### config.mk
export PLATFORM = sky130hd
export DESIGN_NAME = rv32i_csr_trap_ctrl
export DESIGN_NICKNAME = d
export VERILOG_FILES = /design/src/rtl/rv32i_csr_trap_ctrl.sv
export SDC_FILE = /design/constraint.sdc
export NUM_CORES = 1
export LEC_CHECK = 0
export BUFFER_PORTS_ARGS = -buffer_cell sky130_fd_sc_hd__buf_2
export CAP_MARGIN = 20
export CORE_MARGIN = 2
export CORE_UTILIZATION = 30
export CTS_CLUSTER_DIAMETER = 120
export DETAILED_ROUTE_END_ITERATION = 6
export PLACE_DENSITY = 0.5
export SETUP_SLACK_MARGIN = 0.15
export SYNTH_ARGS = -nofsm -noshare
export SYNTH_HDL_FRONTEND = slang
export SYNTH_SLANG_ARGS = --single-unit
export TNS_END_PERCENT = 1
### constraint.sdc
create_clock -name i_clk -period 3.67 [get_ports i_clk]
set_input_delay 0.734 -clock i_clk [delete_from_list [all_inputs] [get_ports i_clk]]
set_output_delay 0.734 -clock i_clk [all_outputs]
set_load 0.01 [all_outputs]
### src/rtl/rv32i_csr_trap_ctrl.sv
// Machine-mode CSR file and trap/mret redirect controller for the single-stage RV32I core.
// Optional CSR_COUNTERS_EN adds the 64-bit mcycle/minstret counters.
module rv32i_csr_trap_ctrl #(
  parameter int          NUM_LOCAL_IRQ = 4,
  parameter logic [31:0] MTVEC_RESET   = 32'h0,
  parameter logic [31:0] HART_ID       = 32'h0
) (
  input  logic                     i_clk,
  input  logic                     i_rst_n,
  input  logic                     i_ce,
  input  logic                     i_stall,
  input  logic                     i_csr_en,
  input  logic [2:0]               i_csr_op,
  input  logic [11:0]              i_csr_addr,
  input  logic [31:0]              i_csr_wdata,
  output logic [31:0]              o_csr_rdata,
  output logic                     o_csr_illegal,
  input  logic                     i_is_inst_illegal,
  input  logic                     i_is_ecall,
  input  logic                     i_is_ebreak,
  input  logic                     i_is_mret,
  input  logic [31:0]              i_pc,
  input  logic                     i_ext_irq,
  input  logic                     i_sw_irq,
  input  logic                     i_timer_irq,
  input  logic [NUM_LOCAL_IRQ-1:0] i_local_irq,
  output logic [31:0]              o_trap_address,
  output logic [31:0]              o_return_address,
  output logic                     o_go_to_trap_q,
  output logic                     o_return_from_trap_q
);
  localparam logic [31:0] LOCAL_MASK = 32'(((64'd1 << NUM_LOCAL_IRQ) - 64'd1) << 16);
  localparam logic [31:0] MIE_MASK   = LOCAL_MASK | 32'h0000_0888;

  logic        mstatus_mie, mstatus_mpie;
  logic [31:0] mie_q, mtvec_q, mscratch_q, mepc_q, mcause_q, mtval_q;
  logic [31:0] mip, pend, csr_val, wval, mtvec_base, trap_target;
  logic        csr_impl, csr_ro, write_intent, csr_we;
  logic        act, irq_take, exc_take, illegal_any, trap, mret_take, is_ebreak_exc;
  logic [4:0]  irq_cause, exc_cause, trap_cause;
`ifdef CSR_COUNTERS_EN
  logic [63:0] mcycle_q, minstret_q, mcycle_inc, minstret_inc;
`endif

  always_comb begin
    mip     = 32'h0;
    mip[11] = i_ext_irq;
    mip[3]  = i_sw_irq;
    mip[7]  = i_timer_irq;
    for (int i = 0; i < NUM_LOCAL_IRQ; i++) mip[16+i] = i_local_irq[i];
  end

  always_comb begin
    csr_val  = 32'h0;
    csr_impl = 1'b1;
    csr_ro   = 1'b0;
    case (i_csr_addr)
      12'h300: csr_val = {19'b0, 2'b11, 3'b0, mstatus_mpie, 3'b0, mstatus_mie, 3'b0};
      12'h301: csr_val = 32'h4000_0100;
      12'h304: csr_val = mie_q;
      12'h305: csr_val = mtvec_q;
      12'h340: csr_val = mscratch_q;
      12'h341: csr_val = mepc_q;
      12'h342: csr_val = mcause_q;
      12'h343: csr_val = mtval_q;
      12'h344: begin csr_val = mip; csr_ro = 1'b1; end
      12'hF11, 12'hF12, 12'hF13: csr_ro = 1'b1;
      12'hF14: begin csr_val = HART_ID; csr_ro = 1'b1; end
`ifdef CSR_COUNTERS_EN
      12'hB00: csr_val = mcycle_q[31:0];
      12'hB80: csr_val = mcycle_q[63:32];
      12'hB02: csr_val = minstret_q[31:0];
      12'hB82: csr_val = minstret_q[63:32];
`endif
      default: csr_impl = 1'b0;
    endcase
  end

  // RS/RC with a zero mask are pure reads and must not trip read-only checks
  assign write_intent  = (i_csr_op[1:0] == 2'b01) ||
                         ((i_csr_op[1:0] != 2'b00) && (i_csr_wdata != 32'h0));
  assign o_csr_illegal = i_csr_en && (!csr_impl || (csr_ro && write_intent));
  assign o_csr_rdata   = i_csr_en ? csr_val : 32'h0;

  always_comb begin
    case (i_csr_op[1:0])
      2'b01:   wval = i_csr_wdata;
      2'b10:   wval = csr_val | i_csr_wdata;
      2'b11:   wval = csr_val & ~i_csr_wdata;
      default: wval = csr_val;
    endcase
  end

  always_comb begin
    pend      = mie_q & mip;
    irq_take  = 1'b0;
    irq_cause = 5'd0;
    if (mstatus_mie) begin
      if (pend[11]) begin irq_take = 1'b1; irq_cause = 5'd11; end
      else if (pend[3]) begin irq_take = 1'b1; irq_cause = 5'd3; end
      else if (pend[7]) begin irq_take = 1'b1; irq_cause = 5'd7; end
      else begin
        for (int i = NUM_LOCAL_IRQ - 1; i >= 0; i--) begin
          if (pend[16+i]) begin irq_take = 1'b1; irq_cause = 5'(16 + i); end
        end
      end
    end
  end

  assign illegal_any   = i_is_inst_illegal || o_csr_illegal;
  assign exc_take      = illegal_any || i_is_ecall || i_is_ebreak;
  assign exc_cause     = illegal_any ? 5'd2 : (i_is_ecall ? 5'd11 : 5'd3);
  assign is_ebreak_exc = !irq_take && !illegal_any && !i_is_ecall && i_is_ebreak;

  // The cycle after a redirect carries a flushed instruction and never commits
  assign act        = i_ce && !i_stall && !o_go_to_trap_q && !o_return_from_trap_q;
  assign trap       = act && (irq_take || exc_take);
  assign trap_cause = irq_take ? irq_cause : exc_cause;
  assign mret_take  = act && i_is_mret && !trap;
  assign csr_we     = act && i_csr_en && !o_csr_illegal && write_intent && !trap;

  assign mtvec_base  = {mtvec_q[31:2], 2'b00};
  assign trap_target = (mtvec_q[0] && irq_take) ? mtvec_base + {25'b0, trap_cause, 2'b00}
                                                : mtvec_base;

  always_ff @(posedge i_clk or negedge i_rst_n) begin
    if (!i_rst_n) begin
      mstatus_mie          <= 1'b0;
      mstatus_mpie         <= 1'b0;
      mie_q                <= 32'h0;
      mtvec_q              <= {MTVEC_RESET[31:2], 1'b0, MTVEC_RESET[0]};
      mscratch_q           <= 32'h0;
      mepc_q               <= 32'h0;
      mcause_q             <= 32'h0;
      mtval_q              <= 32'h0;
      o_trap_address       <= 32'h0;
      o_return_address     <= 32'h0;
      o_go_to_trap_q       <= 1'b0;
      o_return_from_trap_q <= 1'b0;
    end else begin
      o_go_to_trap_q       <= trap;
      o_return_from_trap_q <= mret_take;
      if (csr_we) begin
        case (i_csr_addr)
          12'h300: begin mstatus_mie <= wval[3]; mstatus_mpie <= wval[7]; end
          12'h304: mie_q      <= wval & MIE_MASK;
          12'h305: mtvec_q    <= {wval[31:2], 1'b0, wval[0]};
          12'h340: mscratch_q <= wval;
          12'h341: mepc_q     <= {wval[31:2], 2'b00};
          12'h342: mcause_q   <= wval;
          12'h343: mtval_q    <= wval;
          default: ;
        endcase
      end
      if (trap) begin
        mepc_q         <= {i_pc[31:2], 2'b00};
        mcause_q       <= {irq_take, 26'b0, trap_cause};
        mtval_q        <= is_ebreak_exc ? i_pc : 32'h0;
        mstatus_mpie   <= mstatus_mie;
        mstatus_mie    <= 1'b0;
        o_trap_address <= trap_target;
      end
      if (mret_take) begin
        mstatus_mie      <= mstatus_mpie;
        mstatus_mpie     <= 1'b1;
        o_return_address <= mepc_q;
      end
    end
  end

`ifdef CSR_COUNTERS_EN
  assign mcycle_inc   = mcycle_q + 64'd1;
  assign minstret_inc = minstret_q + {63'b0, (act && !trap)};

  // A write to one half replaces only that half's increment
  always_ff @(posedge i_clk or negedge i_rst_n) begin
    if (!i_rst_n) begin
      mcycle_q   <= 64'h0;
      minstret_q <= 64'h0;
    end else begin
      mcycle_q[31:0]    <= (csr_we && i_csr_addr == 12'hB00) ? wval : mcycle_inc[31:0];
      mcycle_q[63:32]   <= (csr_we && i_csr_addr == 12'hB80) ? wval : mcycle_inc[63:32];
      minstret_q[31:0]  <= (csr_we && i_csr_addr == 12'hB02) ? wval : minstret_inc[31:0];
      minstret_q[63:32] <= (csr_we && i_csr_addr == 12'hB82) ? wval : minstret_inc[63:32];
    end
  end
`endif
endmodule
==> impl_metrics.csv <==
group,metric,value,unit
status,outcome,"finished with violations",
status,violations,"design-rule violations, negative setup slack",
sta,setup_tns,-0.5382,ns
placement,gp_congestion,0.8891,
global_routing,grt_pass1_vias,11750,
floorplan,fp.dieH,213.3,µm
synthesis,async_flop_share,1.000,
detailed_routing,vias_per_cell,5.317,
sta,max_freq,266.1,MHz
cts,cts_hold_buffers,0,
sta,finalClockSkew,0.01892,ns
synthesis,syn_avg_cell_area,9.438,µm²
layout,instances_no_fill,2268,
synthesis,synthFlopType,"dfrtp_1",
sta,tightest_slew,0.8165,ns
floorplan,ioPinCount,194,
pwr,total_power,6.535,mW
global_routing,grt_max_degree,79,
global_routing,overflow,0,
synthesis,synth_top_area_share,0.4343,
global_routing,track_usage,0.2269,
synthesis,ys_warn_count,0,
sta,fin_crit_sh,1.024,
synthesis,yosysMostFrequentCell,"dfrtp_1",
layout,final_nets,1765,
synthesis,synth_commonest_cells,"dfrtp_1 (228), nand2_1 (189), nor2_1 (116)",
cts,cts_inserted_buffers,27,
sta,grt_setup_unrepaired,"yes",
placement,pre_cts_slack,-0.9121,ns
critical_path,timing_worst_setup_path_type,"input port to flop",
worst_hold_path,min_path_type,"input port to asynchronous set/reset pin",
sta,hold_violations,0,
layout,n_fill_cell,4425,
global_routing,antenna_found_initial,4,
sta,holdWs,0.1698,ns
critical_path,worst_setup_path_start_kind,"input port",
synthesis,synth-seq-cells,228,
sta,setup_ws,-0.08814,ns
detailed_routing,vias,12060,
critical_path,crit_required,4.11,ns
synthesis,synth_cell_types,73,
placement,numPortBuffers,188,
sta,drv_slew,0,
synthesis,ys_seq_area_frac,0.4343,
floorplan,die_w,213.3,µm
cts,cts.clk_slew.worst_paths,0.06,ns
layout,area_growth_syn_to_layout,28.43,%
cts,h-tree-depth,1,
synthesis,synth-edff-count,0,
sta,slew_headroom,0.4556,
detailed_routing,drc,1,
layout,final_area,16870,µm²
detailed_routing,ant_nets,0,
floorplan,core-area,43170,µm²
sta,min_period,3.758,ns
floorplan,row_count,76,
synthesis,synth_area,13140,µm²
placement,place_area,15780,µm²
synthesis,ys_top_cells_by_area,"dfrtp_1 (43%), mux2_2 (6.7%), nand2_1 (5.4%)",
critical_path,crit_path_end_kind,"flop",
detailed_routing,wl,51.74,mm
pwr,powerDensity,387.3,nW/µm²
layout,diodes,0,
cts,cts_tree,"yes",
placement,dp.final_hpwl,37.94,mm
job,max_cap_violations,0,
layout,fin_util,0.3908,
sta,setup_violations,7,
detailed_routing,first_pass_iters,7,
pwr,p_leak,7.620,nW
critical_path,path_max_fanout,6,
cts,clk_latency,0.57,ns
layout,drive_gt1_frac,0.3232,
detailed_routing,drt_iter0_drc,1030,
placement,dp_cells,2214,
floorplan,dieArea,45480,µm²
synthesis,synth_area_leader_cell,"dfrtp_1",
cts,cts.sink_count,228,
critical_path,worstPathArrival,4.19,ns
synthesis,synthCells,1392,
floorplan,start_util,0.3043,
pwr,peakVddDrop,0.3049,mV
detailed_routing,drt-wirelength-per-cell,22.81,µm
cts,cts_buffer_depth,3,
global_routing,grt_pass1_wl,77.08,mm
cts,cts_root_buf,"clkbuf_16",
registers in the layout, indices dropped and copies added (netlist names):
| signal | count |
|---|---|
| mstatus_mpie | 1 |
| o_trap_address | 30 |
| mstatus_mie | 1 |
| mtval_q | 32 |
| mscratch_q | 32 |
| mcause_q | 32 |
| mepc_q | 30 |
| mtvec_q | 31 |
| o_return_from_trap_q | 1 |
| o_return_address | 30 |
| o_go_to_trap_q | 1 |
| mie_q | 7 |
cell families (layout without fill, tap and decap cells):
kind of cell / after synthesis / in the layout / share of synthesized area
and+or+nand+nor: 466 / 466 / 0.1632
AOI/OAI and AO/OA: 339 / 339 / 0.1626
DFF: 228 / 228 / 0.4343
muxes: 175 / 175 / 0.1583
buffers and inverters: 123 / 411 / 0.03905
xor gates and xnor gates: 54 / 54 / 0.03600
adders and majority gates: 6 / 6 / 0.006286
other: 1 / 4 / 0.0002854
worst paths after layout:
check	startpoint	to	slack (ns)	cells after the start
max in group asynchronous	i_rst_n	mtvec_q[5]	2.53	2
min in group i_clk	i_pc[17]	mepc_q[17]	0.40	3
setup reg to reg	mie_q[3]	o_trap_address[28]	0.10	16
hold / removal	i_rst_n	o_trap_address[24]	0.17	1
hold reg to reg	o_trap_address[21]	o_trap_address[21]	0.47	2
setup / recovery	i_csr_wdata[25]	o_trap_address[28]	-0.09	18
report_power, final:
part | internal (mW) | switching (mW)
Clock | 1.65 | 1.12
Sequential | 2.68 | 0.109
Combinational | 0.399 | 0.579
Total | 4.73 | 1.81
area by class of cell:
type                    count  area, µm²  area share
clock buffers              40      804.5     0.04768
clock inverters             8      100.1    0.005933
inverters                  16      62.56    0.003708
multi-input cells        1044       7127      0.4224
flip-flops and latches    228       5705      0.3382
well taps                 585      732.0     0.04338
repair buffers            347       2341      0.1387
critical path, stage by stage:
cell,delay [ns]
buf_4,0.14
or4_4,0.52
or3_4,0.35
o311ai_4,0.24
mux2_4,0.22
inv_4,0.04
nor2_4,0.07
a21o_1,0.10
ha_2,0.18
inv_1,0.05
fa_2,0.34
nor2b_2,0.14
o31a_1,0.20
nor2_2,0.07
or3_4,0.44
nor3_4,0.14
xnor2_1,0.13
o21ai_1,0.08
cells in the final DEF (no fill, tap or decap), types with 27 or more instances in the layout:
cell type / netlist / routed
clkbuf_16: 0 / 27
mux2i_1: 39 / 39
o21ai_1: 32 / 34
buf_4: 4 / 142
mux2_4: 30 / 31
buf_2: 11 / 186
dfrtp_1: 228 / 228
nand3_1: 42 / 42
nor2_1: 116 / 110
nand4_1: 34 / 34
o21ai_0: 72 / 70
a21oi_1: 98 / 97
mux2_2: 78 / 77
xnor2_1: 47 / 47
nand2_1: 189 / 189
metal layers:
layer  track usage  up-vias  share of wire  wire length (µm)
met2        0.3464      442           0.44             22770
met5             0        -        0.00095                49
met1        0.3334     5989           0.47             24520
met4       0.04765        8          0.018               921
li1              -     5557              -                 -
met3       0.04207       64          0.067              3478
what timing repair did:
| action | 4_1_cts | 5_1_grt |
|---|---|---|
| resized for setup | 11 | 22 |
| pin swaps | 5 | 14 |
| endpoints found under the setup margin | 35 | 43 |
| buffers inserted | 6 | 0 |
Power figures use the tool's default switching activity.
